### config.mk
export PLATFORM = sky130hd
export DESIGN_NAME = hash_result_scanner_flat
export DESIGN_NICKNAME = d
export VERILOG_FILES = /design/src/rtl/bitcoin_pkg.sv /design/src/rtl/hash_result_scanner_if.sv /design/src/rtl/hash_min_tracker.sv /design/src/rtl/hash_result_scanner.sv /design/src/flat_wrapper.sv
export SDC_FILE = /design/constraint.sdc
export NUM_CORES = 1
export LEC_CHECK = 0
export ABC_AREA = 1
export BUFFER_PORTS_ARGS = -buffer_cell sky130_fd_sc_hd__buf_2
export CAP_MARGIN = 20
export CORE_UTILIZATION = 50
export DETAILED_ROUTE_END_ITERATION = 8
export GPL_TIMING_DRIVEN = 0
export MAX_ROUTING_LAYER = met4
export PLACE_DENSITY_LB_ADDON = 0.12
export SYNTH_ARGS = -nofsm -noshare
export SYNTH_HDL_FRONTEND = slang
export SYNTH_HIERARCHICAL = 1
export SYNTH_SLANG_ARGS = --single-unit
### constraint.sdc
create_clock -name clk -period 2.4 [get_ports clk]
set_input_delay 0 -clock clk [delete_from_list [all_inputs] [get_ports clk]]
set_output_delay 0 -clock clk [all_outputs]
set_load 0.03 [all_outputs]
### src/rtl/bitcoin_pkg.sv
// Shared types and constants for the hash result scanner: scan states,
// summary-word field positions and the summary packing helper.
package bitcoin_pkg;

  localparam int NUM_NONCES_DEFAULT = 16;

  localparam int FOUND_BIT       = 31;
  localparam int MIN_NONCE_LSB   = 16;
  localparam int FOUND_NONCE_LSB = 0;

  localparam logic [31:0] HASH_MAX = 32'hFFFF_FFFF;

  typedef enum logic [1:0] {
    ST_IDLE,
    ST_READ,
    ST_WRITE,
    ST_DONE
  } scan_state_e;

  function automatic logic [31:0] pack_summary(input logic       found,
                                               input logic [7:0] min_nonce,
                                               input logic [7:0] found_nonce);
    logic [31:0] w;
    w = '0;
    w[FOUND_BIT]               = found;
    w[MIN_NONCE_LSB +: 8]      = min_nonce;
    w[FOUND_NONCE_LSB +: 8]    = found_nonce;
    return w;
  endfunction

endpackage

### src/rtl/hash_result_scanner_if.sv
// Control, result and shared-memory signals of the hash result scanner.
// The system controller / memory side uses master, the scanner uses slave.
interface hash_result_scanner_if;
  logic        start;
  logic [15:0] output_addr;
  logic [31:0] target;
  logic        done;
  logic        found;
  logic [7:0]  found_nonce;
  logic [31:0] min_hash;
  logic [7:0]  min_nonce;
  logic        mem_clk;
  logic        mem_we;
  logic [15:0] mem_addr;
  logic [31:0] mem_write_data;
  logic [31:0] mem_read_data;

  modport master (
    output start, output_addr, target, mem_read_data,
    input  done, found, found_nonce, min_hash, min_nonce,
    input  mem_clk, mem_we, mem_addr, mem_write_data
  );

  modport slave (
    input  start, output_addr, target, mem_read_data,
    output done, found, found_nonce, min_hash, min_nonce,
    output mem_clk, mem_we, mem_addr, mem_write_data
  );
endinterface

### src/rtl/hash_min_tracker.sv
// Running first-below-target and minimum-hash tracker over captured words.
// Strict compares make ties keep the lower (earlier) index.
module hash_min_tracker
  import bitcoin_pkg::*;
(
  input  logic        clk,
  input  logic        reset_n,
  input  logic        clear,
  input  logic        cap_valid,
  input  logic [7:0]  cap_idx,
  input  logic [31:0] cap_data,
  input  logic [31:0] target,
  output logic        found,
  output logic [7:0]  found_nonce,
  output logic [31:0] min_hash,
  output logic [7:0]  min_nonce
);

  always_ff @(posedge clk or negedge reset_n) begin
    if (!reset_n) begin
      found       <= 1'b0;
      found_nonce <= 8'd0;
      min_hash    <= HASH_MAX;
      min_nonce   <= 8'd0;
    end else if (clear) begin
      found       <= 1'b0;
      found_nonce <= 8'd0;
      min_hash    <= HASH_MAX;
      min_nonce   <= 8'd0;
    end else if (cap_valid) begin
      if (!found && (cap_data < target)) begin
        found       <= 1'b1;
        found_nonce <= cap_idx;
      end
      if (cap_data < min_hash) begin
        min_hash  <= cap_data;
        min_nonce <= cap_idx;
      end
    end
  end

endmodule

### src/rtl/hash_result_scanner.sv
// Scans NUM_NONCES hash words from shared memory, tracks first-below-target
// and minimum hash, then writes one summary word after the scanned block.
//
// state    | meaning
// ---------+-----------------------------------------------------------
// ST_IDLE  | memory port quiet, waiting for start
// ST_READ  | issuing addresses and capturing returned words
// ST_WRITE | summary word on the bus with mem_we high
// ST_DONE  | done pulse high, back to idle next edge
module hash_result_scanner
  import bitcoin_pkg::*;
#(
  parameter int NUM_NONCES = NUM_NONCES_DEFAULT
) (
  input  logic                  clk,
  input  logic                  reset_n,
  hash_result_scanner_if.slave  bus
);

  localparam logic [7:0]  LAST_IDX  = 8'(NUM_NONCES - 1);
  localparam logic [15:0] SUM_OFFS  = 16'(NUM_NONCES);

  scan_state_e state;
  logic [15:0] base_addr;
  logic [31:0] target_q;
  logic        mem_we;
  logic [15:0] mem_addr;
  logic [31:0] mem_wdata;
  logic        done;

  // Read-latency tracker: stage 0 is the address on the bus, stage 1 the
  // address whose data arrives at the next edge.
  logic        v0, v1;
  logic [7:0]  idx0, idx1;
  logic        scan_end;

  logic        cap_valid;
  logic        clear;
  logic        found;
  logic [7:0]  found_nonce;
  logic [31:0] min_hash;
  logic [7:0]  min_nonce;

  assign cap_valid = v1 && (state == ST_READ);
  assign clear     = (state == ST_IDLE) && bus.start;

  always_ff @(posedge clk or negedge reset_n) begin
    if (!reset_n) begin
      state     <= ST_IDLE;
      base_addr <= 16'd0;
      target_q  <= 32'd0;
      mem_we    <= 1'b0;
      mem_addr  <= 16'd0;
      mem_wdata <= 32'd0;
      done      <= 1'b0;
      v0        <= 1'b0;
      v1        <= 1'b0;
      idx0      <= 8'd0;
      idx1      <= 8'd0;
      scan_end  <= 1'b0;
    end else begin
      v1       <= v0;
      idx1     <= idx0;
      scan_end <= cap_valid && (idx1 == LAST_IDX);
      case (state)
        ST_IDLE: begin
          if (bus.start) begin
            base_addr <= bus.output_addr;
            target_q  <= bus.target;
            mem_we    <= 1'b0;
            mem_addr  <= bus.output_addr;
            v0        <= 1'b1;
            idx0      <= 8'd0;
            state     <= ST_READ;
          end else begin
            v0 <= 1'b0;
          end
        end
        ST_READ: begin
          // scan_end is one edge after the last capture, so the tracker
          // registers already include the final word.
          if (scan_end) begin
            mem_we    <= 1'b1;
            mem_addr  <= base_addr + SUM_OFFS;
            mem_wdata <= pack_summary(found, min_nonce, found_nonce);
            state     <= ST_WRITE;
          end else if (v0 && (idx0 != LAST_IDX)) begin
            mem_addr <= mem_addr + 16'd1;
            idx0     <= idx0 + 8'd1;
          end else begin
            v0 <= 1'b0;
          end
        end
        ST_WRITE: begin
          mem_we <= 1'b0;
          done   <= 1'b1;
          state  <= ST_DONE;
        end
        ST_DONE: begin
          done  <= 1'b0;
          state <= ST_IDLE;
        end
        default: state <= ST_IDLE;
      endcase
    end
  end

  hash_min_tracker u_tracker (
    .clk         (clk),
    .reset_n     (reset_n),
    .clear       (clear),
    .cap_valid   (cap_valid),
    .cap_idx     (idx1),
    .cap_data    (bus.mem_read_data),
    .target      (target_q),
    .found       (found),
    .found_nonce (found_nonce),
    .min_hash    (min_hash),
    .min_nonce   (min_nonce)
  );

  assign bus.mem_clk        = clk;
  assign bus.mem_we         = mem_we;
  assign bus.mem_addr       = mem_addr;
  assign bus.mem_write_data = mem_wdata;
  assign bus.done           = done;
  assign bus.found          = found;
  assign bus.found_nonce    = found_nonce;
  assign bus.min_hash       = min_hash;
  assign bus.min_nonce      = min_nonce;

endmodule

### src/flat_wrapper.sv
// flat-port wrapper written by rule: the top's interface ports become plain ports
module hash_result_scanner_flat import bitcoin_pkg::*;
#(
  parameter int NUM_NONCES = NUM_NONCES_DEFAULT
)
  (clk, reset_n, bus_start, bus_output_addr, bus_target, bus_mem_read_data, bus_done, bus_found, bus_found_nonce, bus_min_hash, bus_min_nonce, bus_mem_clk, bus_mem_we, bus_mem_addr, bus_mem_write_data);
  hash_result_scanner_if bus_i ();
  input  logic clk;
  input  logic reset_n;
  input wire logic [$bits(bus_i.start)-1:0] bus_start;
  input wire logic [$bits(bus_i.output_addr)-1:0] bus_output_addr;
  input wire logic [$bits(bus_i.target)-1:0] bus_target;
  input wire logic [$bits(bus_i.mem_read_data)-1:0] bus_mem_read_data;
  output wire logic [$bits(bus_i.done)-1:0] bus_done;
  output wire logic [$bits(bus_i.found)-1:0] bus_found;
  output wire logic [$bits(bus_i.found_nonce)-1:0] bus_found_nonce;
  output wire logic [$bits(bus_i.min_hash)-1:0] bus_min_hash;
  output wire logic [$bits(bus_i.min_nonce)-1:0] bus_min_nonce;
  output wire logic [$bits(bus_i.mem_clk)-1:0] bus_mem_clk;
  output wire logic [$bits(bus_i.mem_we)-1:0] bus_mem_we;
  output wire logic [$bits(bus_i.mem_addr)-1:0] bus_mem_addr;
  output wire logic [$bits(bus_i.mem_write_data)-1:0] bus_mem_write_data;
  assign bus_i.start = bus_start;
  assign bus_i.output_addr = bus_output_addr;
  assign bus_i.target = bus_target;
  assign bus_i.mem_read_data = bus_mem_read_data;
  assign bus_done = bus_i.done;
  assign bus_found = bus_i.found;
  assign bus_found_nonce = bus_i.found_nonce;
  assign bus_min_hash = bus_i.min_hash;
  assign bus_min_nonce = bus_i.min_nonce;
  assign bus_mem_clk = bus_i.mem_clk;
  assign bus_mem_we = bus_i.mem_we;
  assign bus_mem_addr = bus_i.mem_addr;
  assign bus_mem_write_data = bus_i.mem_write_data;
  hash_result_scanner #(.NUM_NONCES(NUM_NONCES)) u_core (.clk(clk), .reset_n(reset_n), .bus(bus_i));
endmodule
==> flow_summary.ini <==
[status]
status = finished clean

[global_routing]
grt_max_degree = 86
grt.met3_usage = 0.0470
grt_pass1_vias = 7952
busiest_layer = met2
grt-ovfl-total = 0
met2_usage = 0.441
grt.total_usage = 0.274
grt_pass1_wl_mm = 38.2
use_met1 = 0.346
antenna_found_initial = 0

[placed_design]
finalWeightedCongestion = 0.941
place_area_mm2 = 0.0103
dp_hpwl_mm = 17.0
port_buffers = 167

[pwr]
intPower_mw = 7.62
power_frac_seq = 0.324
switching_power_mw = 6.27
pwr_density_cell_mw_per_mm2 = 1170
leakagePower_nw = 6.59
switching_share = 0.451
clockPowerShare = 0.216
ir_drop_mv = 0.798
pwr-share-comb = 0.460

[sta]
post-route-period-util = 0.930
rsz0062_at_grt = false
max-slew-margin-rel = 0.548
hold_slack_ns = 0.00951
finalSetupViolCount = 0
skew_ns = 0.00888
finalMaxSlewViolations = 0
max_freq_ghz = 0.448
hold_viol_final = 0
finalCriticalPeriod_ns = 2.23
worst_pin_slew_ns = 0.678

[drt]
routed_wl_mm = 23.7
wl_per_cell_um = 13.7
drc = 0
firstDrtPassIters = 5
ant_nets = 0
vias = 8578
viasPerCell = 4.95
drt_first_iter_violations = 457

[synth]
async_flop_share = 1.00
ys_top_cells_by_count = nand2_1, inv_1, dfrtp_1
yosysTopAreaCellShare = 0.332
synthCells = 1204
seq_area_frac_synth = 0.424
synth_edf_count = 0
synthAdderAreaFrac = 0.0946
synth_mux_area_frac = 0
yosysUniqueCellTypes = 44
synth.avg_cell_area_um2 = 7.58
synth_warnings = 6
synthTopCellsByArea = dfrtp_1, nand2_1, ha_1
yosys_register_bits = 153
yosysMostFrequentCell = nand2_1
synth_area_leader_cell = dfrtp_1
synth-simple-area-share = 0.327
synth_compound_area_frac = 0.0554
ys.flop_type = dfrtp_1
synth_top_family_by_area = simple AND/OR/NAND/NOR gates
synthesis.area_mm2 = 0.00913
synth_xor_area_frac = 0.00672

[floorplan]
die-area_mm2 = 0.0188
coreArea_mm2 = 0.0179
die_h_um = 137
start_util = 0.510
rows = 49
die_x_um = 137
design.portCount = 183

[finish]
areaGrowthSynthToFinish_pct = 30.0
design_area_mm2 = 0.0119
antenna_cells = 0
drive_gt1_frac = 0.230
finish.net_count = 1644

[critical_path]
r2r-start = u_core/state[0]$_DFFE_PN0P_
critPathLaunchType = flip-flop
critPathLaunch = u_core/state[0]$_DFFE_PN0P_
cp_max_fo = 10
r2r_slack_ns = 0.17
worstSetupEndpointType = flip-flop
worstPathArrival_ns = 2.67
worstPathRequired_ns = 2.83
worstSetupPathType = reg2reg

[hold_path]
hold_class = in2async

[clock_network]
clk_latency_ns = 0.55
tritoncts = built
clk_pin_slew_worst_paths_ns = 0.07

[flow_run]
drv_cap = 0
power by group through the flow:
stage	logic [mW]	registers, mW	clock network, mW
6_report	6.39	4.51	3.00
5_1_grt	7.17	4.65	3.18
4_1_cts	6.37	4.50	3.06
3_5_place_dp	6.20	4.53	0.0749
3_3_place_gp	6.06	4.51	0.0749
2_1_floorplan	3.60	5.37	0.0624
worst max-delay path: stages (launching register included):
cell	delay, ns
dfrtp_1	0.38
inv_1	0.09
ha_1	0.27
nand2_4	0.17
clkbuf_1	0.42
o21ai_0	0.19
dlygate4sd3_1	0.59
per-stage QoR:
step / cells / total power, mW / worst slack, ns / setup TNS, ns / util
global placement: 1614 / 10.6 / -1.02 / -133.79 / 0.576
CTS: 1734 / 13.9 / 0.000418 / 0 / 0.662
floorplan: 1218 / 9.03 / 0.354 / 0 / -
detailed placement: 1615 / 10.8 / -0.350 / -11.69 / 0.577
global route: 1734 / 15.0 / 0.0141 / 0 / 0.663
finish: 1734 / 13.9 / 0.169 / 0 / 0.663
cells in the final DEF, fill, tap and decap left out, types with 2 or more instances in the layout:
cell and instances:
clkinvlp_4 2, o21bai_1 2, nand3_2 2, clkbuf_1 13, nor2_1 61, nand2_2 6
dfstp_2 32, nor2_2 7, dlygate4sd3_1 85, inv_6 5, clkbuf_2 3, buf_6 5
conb_1 15, xor2_1 5, inv_8 7, o21ai_0 31, nor4_1 2, buf_2 172
a21o_1 2, ha_1 69, or2_2 39, nor3_1 8, buf_4 23, clkbuf_16 20
nand2_1 451, nand3_1 95, nand2_4 7, inv_2 4, dfrtp_1 121, o21ai_1 12
inv_1 130, a21oi_1 40, xnor2_1 2, nand4_1 8
cells by family after synthesis:
family,count (synthesis)
adder cells (fa/ha/maj),69
AND/OR/NAND/NOR,693
other,1
buffers and inverters,187
flip-flops,153
AO/OA/AOI/OAI,94
XOR/XNOR,7
sequential cells by signal, summed over array words and instances, names as in the netlist, 2 cells and up:
name,cells
u_core/target_q,32
u_core/u_tracker/min_hash,32
u_core/bus.mem_write_data,17
u_core/base_addr,16
u_core/bus.mem_addr,16
u_core/idx0,8
u_core/idx1,8
u_core/u_tracker/found_nonce,8
u_core/u_tracker/min_nonce,8
u_core/state,2
final timing paths:
path                                                                   to  cells after the start
worst max-delay path                      u_core/base_addr[3]$_DFFE_PN0P_                      6
worst min register to register                        u_core/v1$_DFF_PN0_                      0
worst max register to register            u_core/base_addr[3]$_DFFE_PN0P_                      6
max in group asynchronous       u_core/u_tracker/min_hash[28]$_DFFE_PN1P_                      3
worst min-delay path                      u_core/target_q[16]$_DFFE_PN0P_                      2
min in group clk                          u_core/target_q[11]$_DFFE_PN0P_                      4
what timing repair did:
item                                    in CTS  in global routing
hold endpoints to repair                   167                  0
pin swaps                                    0                  1
gates cloned                                 0                  0
endpoints found under the setup margin      46                 26
buffers inserted                             0                  1
hold buffers                                85                  0
gates resized for setup                      4                  4
routing by layer:
layer / up-vias / wire length, um / share of wire
met5: - / 0 / 0
met4: 0 / 520 / 0.022
met3: 43 / 1250 / 0.053
met2: 240 / 11100 / 0.47
met1: 3949 / 10800 / 0.46
li1: 4346 / - / -
cell type report:
| type | count | area [um2] |
|---|---|---|
| Fill cell | 1562 | 6040 |
| Multi-Input combinational cell | 878 | 4490 |
| Sequential cell | 153 | 3870 |
| Timing Repair Buffer | 253 | 1720 |
| Clock buffer | 22 | 519 |
| Inverter | 136 | 517 |
| Buffer | 49 | 319 |
| Tap cell | 229 | 287 |
| Clock inverter | 14 | 145 |
No activity file was read; power rests on OpenSTA's default activity.
